<file path="src/rtl/multicycle_control.sv">
// Multi-cycle sequencer for the RISC-V datapath: steps each instruction through
// FETCH/DECODE/EXEC/MEM/WB over one shared memory port and counts retirements.
module multicycle_control #(
    parameter int CNT_W = 32
) (
    input  logic             clk,
    input  logic             rst_n,
    input  logic [6:0]       instr_opcode,
    input  logic [2:0]       funct3,
    input  logic             EQ,
    input  logic             mem_ready,
    output logic             mem_req,
    output logic             mem_we,
    output logic             addr_src,
    output logic             ir_we,
    output logic             pc_we,
    output logic             pc_src,
    output logic             reg_we,
    output logic [2:0]       alu_ctrl,
    output logic             alu_src,
    output logic [1:0]       imm_src,
    output logic             result_src,
    output logic             illegal,
    output logic [CNT_W-1:0] retired
);

    typedef enum logic [2:0] {
        FETCH  = 3'd0,
        DECODE = 3'd1,
        EXEC   = 3'd2,
        MEM    = 3'd3,
        WB     = 3'd4,
        TRAP   = 3'd5
    } state_t;

    localparam logic [6:0] OPC_OP_IMM = 7'b0010011;
    localparam logic [6:0] OPC_OP     = 7'b0110011;
    localparam logic [6:0] OPC_LOAD   = 7'b0000011;
    localparam logic [6:0] OPC_STORE  = 7'b0100011;
    localparam logic [6:0] OPC_BRANCH = 7'b1100011;

    state_t           state;
    logic             illegal_q;
    logic [CNT_W-1:0] retired_q;

    logic is_alu, is_op_imm, is_load, is_store, is_branch;
    logic legal, taken;
    logic [2:0] alu_fn;

    assign is_op_imm = (instr_opcode == OPC_OP_IMM);
    assign is_alu    = is_op_imm || (instr_opcode == OPC_OP);
    assign is_load   = (instr_opcode == OPC_LOAD);
    assign is_store  = (instr_opcode == OPC_STORE);
    assign is_branch = (instr_opcode == OPC_BRANCH);

    // Only BEQ and BNE are implemented; other branch flavours trap.
    assign legal = is_alu || is_load || is_store ||
                   (is_branch && (funct3 == 3'b000 || funct3 == 3'b001));
    assign taken = ((funct3 == 3'b000) && EQ) || ((funct3 == 3'b001) && !EQ);

    always_comb begin
        case (funct3)
            3'b111:  alu_fn = 3'b010;
            3'b110:  alu_fn = 3'b011;
            default: alu_fn = 3'b000;
        endcase
    end

    // NOTE: sequential state uses <= so every register samples pre-edge values.
    always_ff @(posedge clk) begin
        if (!rst_n) begin
            state     <= FETCH;
            illegal_q <= 1'b0;
            retired_q <= '0;
        end else begin
            case (state)
                FETCH: begin
                    if (mem_ready) state <= DECODE;
                end
                DECODE: begin
                    if (legal) begin
                        state <= EXEC;
                    end else begin
                        state     <= TRAP;
                        illegal_q <= 1'b1;
                    end
                end
                EXEC: begin
                    if (is_load || is_store) begin
                        state <= MEM;
                    end else if (is_branch) begin
                        state     <= FETCH;
                        retired_q <= retired_q + CNT_W'(1);
                    end else begin
                        state <= WB;
                    end
                end
                MEM: begin
                    if (mem_ready) begin
                        if (is_store) begin
                            state     <= FETCH;
                            retired_q <= retired_q + CNT_W'(1);
                        end else begin
                            state <= WB;
                        end
                    end
                end
                WB: begin
                    state     <= FETCH;
                    retired_q <= retired_q + CNT_W'(1);
                end
                TRAP:    state <= TRAP;
                default: state <= FETCH;
            endcase
        end
    end

    // NOTE: every output gets a default first so no path can infer a latch.
    always_comb begin
        mem_req    = 1'b0;
        mem_we     = 1'b0;
        addr_src   = 1'b0;
        ir_we      = 1'b0;
        pc_we      = 1'b0;
        pc_src     = 1'b0;
        reg_we     = 1'b0;
        alu_ctrl   = 3'b000;
        alu_src    = 1'b0;
        imm_src    = 2'b00;
        result_src = 1'b0;
        illegal    = 1'b0;
        retired    = '0;
        // Reset masks everything, so an abandoned handshake cannot fire an enable.
        if (rst_n) begin
            illegal = illegal_q;
            retired = retired_q;
            case (state)
                FETCH: begin
                    mem_req = 1'b1;
                    ir_we   = mem_ready;
                    pc_we   = mem_ready;
                end
                EXEC: begin
                    if (is_alu) begin
                        alu_ctrl = alu_fn;
                        alu_src  = is_op_imm;
                    end else if (is_load) begin
                        alu_src = 1'b1;
                    end else if (is_store) begin
                        alu_src = 1'b1;
                        imm_src = 2'b01;
                    end else if (is_branch) begin
                        alu_ctrl = 3'b111;
                        imm_src  = 2'b10;
                        pc_we    = taken;
                        pc_src   = taken;
                    end
                end
                MEM: begin
                    mem_req  = 1'b1;
                    addr_src = 1'b1;
                    mem_we   = is_store;
                end
                WB: begin
                    reg_we     = 1'b1;
                    result_src = is_load;
                end
                default: ;
            endcase
        end
    end

endmodule

</file>
<file path="config.mk">
export PLATFORM = sky130hd
export DESIGN_NAME = multicycle_control
export DESIGN_NICKNAME = d
export VERILOG_FILES = /design/src/rtl/multicycle_control.sv
export SDC_FILE = /design/constraint.sdc
export NUM_CORES = 1
export LEC_CHECK = 0
export CAP_MARGIN = 0
export CORE_UTILIZATION = 43
export CTS_CLUSTER_SIZE = 20
export DETAILED_ROUTE_END_ITERATION = 6
export PLACE_DENSITY_LB_ADDON = 0.25
export SYNTH_ARGS = -nofsm -noshare
export SYNTH_HDL_FRONTEND = slang
export SYNTH_SLANG_ARGS = --single-unit
</file>
<file path="constraint.sdc">
create_clock -name clk -period 1.8 [get_ports clk]
set_input_delay 0.18 -clock clk [delete_from_list [all_inputs] [get_ports clk]]
set_output_delay 0.18 -clock clk [all_outputs]
set_load 0.01 [all_outputs]
</file>
==> flow_results.org, run 1 <==
** Synthesis
- After synthesis, the cell types taking the most area are dfxtp_1 (33%), and2_1 (9.7%), xor2_1 (6.4%).
- Sequential cell area fraction in the yosys report :: 32.9%
- After synthesis, the netlist uses 44 different library cells.
- Synthesis warning total :: 0
- Register bit total from synthesis :: 36
- Top flip-flop cell by instance count after synthesis :: dfxtp_1
- In this run the mean area of a mapped cell was 7.99 µm².
- The largest total area in the synthesized netlist belongs to dfxtp_1.
- In this run the biggest area consumer among cell types represents 32.9% of the synthesized area.
- Synthesized instance count :: 274
- Number of flops mapped to enable cells by yosys :: 0
- Counting flops with an async set or reset pin after synthesis yields a share of 0%.
- Total nets after synthesis :: 289
- Cell Area, Synth :: 0.00219 mm²

** Worst setup path
- Max FO, Critical Path :: 2
- In this run the worst setup path terminates at pc_we.
- STA classifies the critical path endpoint as a primary output.
- CP Data Required Time :: 1.62 ns
- The worst setup path is launched from a register.
- Critical path arrival :: 1.83 ns
- Worst path max stage delay :: 0.46 ns
- The slowest stage of the critical path belongs to the cell or4_4.
- FF-to-FF setup slack :: -0.17 ns
- Critical setup path kind :: reg -> out
- The endpoint identified for the worst register-to-register timing path is retired_q[16].
- The critical path starts at state[0].
- Count of cells along the worst register-to-register path :: 7
- Ordered cell list for the critical path :: nor2_4 -> nand3_2 -> or4_4 -> nor4_4 -> or2_4 -> buf_6
- The startpoint identified for the worst register-to-register timing path is state[0].

** Clock tree
- The number of clock buffers added by TritonCTS is 5.
- At the later pin of the worst-skew pair, clock insertion delay measures 0.30 ns.
- Post-CTS Hold Fix Bufs :: 0
- Number of clock sinks :: 36
- Clock-pin slew on the worst setup and hold paths :: 0.08 ns
- Worst-case clock buffer depth :: 2
- H-tree level count :: 2
- CTS tree :: built
- Root buffer cell :: clkbuf_8

** Detailed routing
- After detailed routing, the average wire length per cell comes to 17.5 µm.
- Detailed-route via count :: 2699
- After detailed routing, the number of vias per cell comes to 5.69.
- Detailed-router iteration count before antenna repair :: 4
- Routed Wire Length :: 8310 µm
- After detailed routing, the number of remaining DRC violations is 0.
- Number of routed nets with antenna violations :: 0
- Violation count after the first detailed-route iteration :: 233

** Timing
- For the finished layout, the period the worst path requires is 2.01 ns.
- For the pin with the worst max-slew slack, the measured transition is 0.442 ns.
- Final-report max-slew violation count :: 0
- Smallest setup slack after layout :: -0.209 ns
- The number of hold violations in the final report came to 0.
- Highest clock rate :: 0.498 GHz
- Final critical-path share of the clock period :: 112%
- Clock skew on the completed layout was measured at 0.00668 ns.
- In this run the tightest slew margin relative to its limit is 70.4%.
- The tightest hold path in the finished design has a slack of 0.445 ns.
- Setup repair after global routing could not meet its margin everywhere.
- # setup viols final :: 36

** Layout
- In the final layout, the multi-input gates occupy 0.00169 mm².
- Proportion of layout cells with a drive suffix above 1 :: 39.8%
- The repair_antennas step left the layout with diodes totalling 0.
- Signed area change from the synthesized netlist to the final layout :: 79.1%
- Fill cells :: 297
- Once layout is done, the placed cells without fillers occupy 0.00392 mm².
- Flip-flop and latch area :: 733 µm²
- The final layout contains 421 nets.
- Once layout is complete, the utilization of the core stands at 81.4%.

** Worst hold path
- Class of the worst hold path :: in -> reg

** Place
- Number of port buffers :: 60
- Summing all placed instances gives a cell area of 0.00329 mm².
- DP HPWL :: 4370 µm
- The congestion estimate from routability-driven global placement came to 0.882.

** Floorplanning
- Initial cell density of the core :: 45.5%
- Die span in y :: 73.4 µm
- In this run the horizontal extent of the chip is 73.4 µm.
- Number of top-level design ports :: 61
- Row count :: 25
- The core region is 0.00482 mm².
- The floorplan step defined a die boundary enclosing 0.00538 mm².

** Pwr
- LEAKAGE :: 1.55 nW
- VDD sags by at most 0.462 mV.
- Power per standard cell area :: 462 mW/mm²

** Global route
- First-pass GRT wire length :: 11600 µm
- Pin count of the biggest net entering global routing :: 19
- Global routing used 28.0% of the available tracks.
- Grt ovf :: 0
- The via count of the first global-routing pass is 2442.
- The number of antenna violations at the first check in global routing was 0.

** Job
- Max-cap violations in this run came to 0.

** Outcome
- Run status :: complete, but fails checks
- The checks that failed: setup timing.
-- metal layers --
metal,wire length [µm],vias up,global-route usage [%],part of all wire [%]
li1,-,1252,-,-
met1,3250,1277,33.0,39
met2,4270,136,49.3,51
met3,505,34,5.08,6.1
met4,284,0,12.4,3.4
met5,0,-,0,0
-- through the flow --
step | setup TNS, ns | setup WS (ns) | power (mW) | cells
after floorplan | -2.30 | -0.163 | 0.919 | 274
after global placement | -18.17 | -0.629 | 1.02 | 443
after detailed placement | -20.56 | -0.668 | 1.03 | 443
after CTS | -4.09 | -0.307 | 1.79 | 471
after global routing | -5.94 | -0.310 | 1.87 | 474
final | -3.12 | -0.209 | 1.81 | 474
-- area by class of cell --
cell class	count	share of cell area, %
inverters	7	0.670
clock buffers	5	1.75
flip-flops and latches	36	18.7
multi-input cells	216	43.1
repair buffers	140	32.6
well taps	67	2.14
clock inverters	3	1.08
-- how the worst min path moves through the flow --
stage	startpoint	endpoint	slack, ns	cells past startpoint
floorplan	mem_ready	state[0]	0.28	1
global placement	illegal_q	illegal_q	0.45	1
detailed placement	illegal_q	illegal_q	0.48	1
CTS	illegal_q	illegal_q	0.47	1
global route	illegal_q	illegal_q	0.48	1
finish	instr_opcode[4]	state[2]	0.44	4
-- power by group --
group          internal, mW  total [mW]  leakage, nW  switching [mW]
Clock                 0.410       0.735       0.0541           0.325
Sequential            0.804       0.812        0.295         0.00757
Combinational         0.128       0.263         1.20           0.135
-- flip-flops by register name (all words and copies together) (netlist names) --
signal     flops
retired_q     32
state          3
illegal_q      1
-- what timing repair did --
item                                    4_1_cts  5_1_grt
resized for setup                            97       57
cloned                                        2        0
pin swaps                                    25       28
setup buffers                                21        7
endpoints found under the setup margin       67       47
-- Yosys cell counts (all sizes together) (2+ instances only) --
cell type / n
o21ai: 12
a21oi: 18
nand2: 11
buf: 3
o21a: 2
nand3: 10
xnor2: 2
o2111ai: 7
xor2: 16
nor4: 3
inv: 6
or4: 9
nor2b: 5
nor2: 29
and4: 2
dfxtp: 36
o211ai: 6
or3: 6
and3: 6
clkbuf: 13
o32ai: 2
nor3b: 2
o31ai: 10
nand4: 4
nor3: 4
and2: 34
nand2b: 4
-- cells in the final DEF (no fill, tap or decap), types with 4 or more instances in the layout --
cell type / n
and3_1: 6
nor2b_1: 4
inv_1: 5
clkdlybuf4s50_1: 36
dlygate4sd2_1: 7
dfxtp_2: 7
nand3_1: 7
and2_1: 34
or4_4: 6
nor2_1: 26
clkbuf_8: 5
nand2_1: 11
or3_1: 5
nand4_1: 4
dfxtp_1: 28
o211ai_1: 7
buf_2: 8
xor2_1: 16
a21oi_1: 8
dlymetal6s2s_1: 4
buf_4: 59
a21oi_2: 10
o21ai_1: 6
buf_6: 23
o31ai_1: 5
-- critical path, delay by kind of cell (launching register included) --
kind | cells | cell delay, ns
flops | 1 | 0.36
simple gates | 5 | 1.09
buf+inv | 1 | 0.09
-- cells by family after synthesis --
family | count (synthesis) | synth area share [%]
simple gates | 133 | 34.9
compound gates | 62 | 19.7
flops | 36 | 32.9
buf+inv | 23 | 4.17
xor+xnor | 18 | 7.20
mux | 1 | 0.514
fa+ha+maj | 1 | 0.571
Note: power is estimated with default switching activity, not from simulation.
==> run 2: changes to the inputs <==
==> constraint.sdc (replaced) <==
create_clock -name clk -period 1.8 [get_ports clk]
set_input_delay 0.45 -clock clk [delete_from_list [all_inputs] [get_ports clk]]
set_output_delay 0.45 -clock clk [all_outputs]
set_load 0.01 [all_outputs]
==> run 2 against run 1 <==
- sequential cell count unchanged
- first-iteration DRC count shrank 15%
- fmax fell by 17%
- critical path type unchanged
- power down 2.3%
- final cell count grew 3.4%
- design area is 3.8% higher
- register-to-register slack got worse by 0.18 ns
- utilization rose by 3.1 points
- the flow still finishes with violations (setup timing)
- via count increased by 7.5%
- clock skew up 0.0016 ns
==> flow_results.org, run 2 (synthesis gave the netlist of run 1 again) <==
** Place
- The weighted congestion reported at the end of routability-driven placement is 0.855 (was 0.882).
- DP HPWL :: 4320 µm (was 4370 µm)
- The number of buffer cells added on primary ports was 60 (unchanged).
- Placement Setup Slack :: -1.27 ns (was -0.668 ns)

** Clock tree
- The clock latency at the later pin of the worst-skew pair came to 0.29 ns (was 0.30 ns).
- TritonCTS buffer count :: 5 (unchanged)
- Root buffer cell :: clkbuf_8 (unchanged)
- Worst-case clock buffer depth :: 2 (unchanged)
- The maximum level of the CTS H-tree is 2 (unchanged).
- The number of sinks on the clock net came to 36 (unchanged).
- Clock-pin slew on the worst setup and hold paths :: 0.08 ns (about the same)
- The CTS tree is built (unchanged).

** Layout
- Antenna Diode Count :: 0 (unchanged)
- The multi-input combinational cell area came to 0.00174 mm² (was 0.00169 mm²).
- Most common cell after layout, fill and taps aside :: buf_4 (unchanged)
- The layout net count was 437 (was 421).
- Largest registers: retired_q x32, state x3, illegal_q x1 (unchanged).
- Utilization of the core after routing :: 84.5% (was 81.4%)
- Max FFs per register :: 32 (unchanged)
- The number of fill cells in the layout is 278 (was 297).
- The register with the most flip-flops is retired_q (unchanged).
- Proportion of layout cells with a drive suffix above 1 :: 45.2% (was 39.8%)
- Signed area change from the synthesized netlist to the final layout :: 85.9% (was 79.1%)
- Most frequent cells in the layout :: buf_4 (70), and2_1 (34), dlygate4sd2_1 (34) (was buf_4 (59), clkdlybuf4s50_1 (36), and2_1 (34))
- Flip-flop and latch area :: 731 µm² (was 733 µm²)

** Timing
- Final critical path time including I/O delays and setup :: 2.42 ns (was 2.01 ns)
- Final critical-path share of the clock period :: 134% (was 112%)
- Total negative slack for setup checks :: -10.74 ns (was -3.12 ns)
- Highest clock rate :: 0.413 GHz (was 0.498 GHz)
- The transition at the pin with the smallest max-transition slack came to 0.647 ns (was 0.442 ns).
- Final-report max-slew violation count :: 0 (unchanged)
- Setup repair after global routing missed its margin: true (unchanged).
- The worst path setup slack after routing was -0.620 ns (was -0.209 ns).
- The worst clock skew is 0.00828 ns (was 0.00668 ns).
- The setup violation total in the final timing report was 48 (was 36).
- Worst slew margin relative to its limit :: 56.7% (was 70.4%)
- Hold Fails Final Rpt :: 0 (unchanged)

** Worst hold path
- The hold path startpoint is illegal_q (was instr_opcode[4]).
- The number of stages on the worst hold path came to 1 (was 4).
- The path category of the worst min-delay check is reg -> reg (was in -> reg).
- The worst hold endpoint was illegal_q (was state[2]).

** Pwr
- Largest vdd supply drop :: 0.533 mV (was 0.462 mV)
- The static leakage power came to 1.78 nW (was 1.55 nW).
- Power per standard cell area :: 434 mW/mm² (was 462 mW/mm²)
- Total power :: 1.77 mW (was 1.81 mW)

** Detailed routing
- The initial detailed-routing violation count is 199 (was 233).
- Via count normalized by instance count :: 5.92 (was 5.69)
- Wirelength per Cell :: 19.8 µm (was 17.5 µm)
- The remaining antenna violation count came to 0 (unchanged).
- Detailed-route via count :: 2902 (was 2699)
- The final wirelength is 9700 µm (was 8310 µm).
- The detailed-router iteration count before antenna repair was 4 (unchanged).
- DRC :: 0 (unchanged)

** Outcome
- Violated checks: setup timing (unchanged).
- Run status: complete, but fails checks (unchanged).

** Global route
- The number of antenna violations at the first check in global routing was 0 (unchanged).
- Pin count of the biggest net entering global routing :: 21 (was 19)
- The sum of overflow across all layers after global routing is 0 (unchanged).
- First-pass GRT wire length :: 12800 µm (was 11600 µm)
- The via count of the first global-routing pass came to 2609 (was 2442).
- Overall fraction of global-route tracks in use :: 31.5% (was 28.0%)

** Job
- The number of max-cap violations came to 0 (unchanged).

** Floorplanning
- Row count :: 25 (unchanged)
- The placeable core area is 0.00482 mm² (unchanged).
- The starting density of the core came to 45.5% (unchanged).
- The boundary pin count came to 61 (unchanged).
- Die span in y :: 73.4 µm (unchanged)
- Die Span X :: 73.4 µm (unchanged)
- Die ar. :: 0.00538 mm² (unchanged)

** Worst setup path
- The endpoint of the most critical register-to-register path is retired_q[22] (was retired_q[16]).
- Count of cells along the worst register-to-register path :: 7 (unchanged)
- FF-to-FF setup slack :: -0.35 ns (was -0.17 ns)
- Max FO, Critical Path :: 2 (unchanged)
- Type of origin of the critical path :: register (unchanged)
- Critical setup path kind :: reg -> out (unchanged)
- The worst setup path startpoint is state[2] (was state[0]).
- Critical path arrival :: 1.97 ns (was 1.83 ns)
- Critical Path End Type :: primary output (unchanged)
- The required time reported for the critical path endpoint came to 1.35 ns (was 1.62 ns).
- Reg-to-reg critical path startpoint :: state[0] (unchanged)
run 2: cell count changes in the layout (fill, tap and decap cells not counted), sizes merged:
cell           delta
o211ai            -1
inv               +1
clkdlybuf4s15     +2
bufinv            -1
dlygate4sd2      +27
clkinvlp          -1
clkdlybuf4s50    -34
buf              +26
dlymetal6s2s      -4
clkbuf            +1
run 2: repair_timing:
item	CTS	global route
buffers inserted	28	22
cloned	1	0
pin swaps	26	32
hold buffers	0	0
endpoints found under the setup margin	80	51
hold endpoints to repair	0	0
gates resized for setup	177	63
run 2: worst max-delay path, stage by stage, from the launching register on:
cell     delay, ns
dfxtp_2       0.35
nor2_4        0.15
nand3_4       0.10
or4_4         0.57
nor4_4        0.25
or2_4         0.17
buf_6         0.09
run 2: per-layer routing:
metal	part of all wire, %	GRT usage, %	routed length [µm]
met1	38	36.0	3690
met2	49	55.1	4790
met3	6.2	6.45	603
met4	6.4	16.5	621
met5	0	0	0
run 2: layout make-up:
| type | count | area share [%] |
|---|---|---|
| multi-input combinational | 215 | 42.7 |
| timing repair buffer | 157 | 34.1 |
| sequential | 36 | 17.9 |
| tap | 67 | 2.06 |
| clock buffer | 6 | 2.03 |
| inverter | 7 | 0.768 |
| clock inverter | 2 | 0.338 |
run 2: how the worst max path moves through the flow:
stage	depth (start not counted)	to	slack, ns
after floorplan	5	pc_we	-0.40
after global placement	6	pc_we	-1.22
after detailed placement	6	pc_we	-1.27
after CTS	6	pc_we	-0.53
after global routing	6	pc_we	-0.71
final	6	pc_we	-0.62
run 2: through the flow:
stage / hold slack (ns) / std cells / cell area [µm²]
finish: 0.492 / 490 / 4070
global route: 0.523 / 490 / 4070
CTS: 0.469 / 478 / 3730
detailed placement: 0.451 / 441 / 3300
global placement: 0.442 / 441 / 3300
floorplan: 0.432 / 274 / 2290
run 2: report_power, final:
group          switching [mW]  internal [mW]
clock                   0.310          0.313
sequential            0.00933          0.803
combinational           0.162          0.170
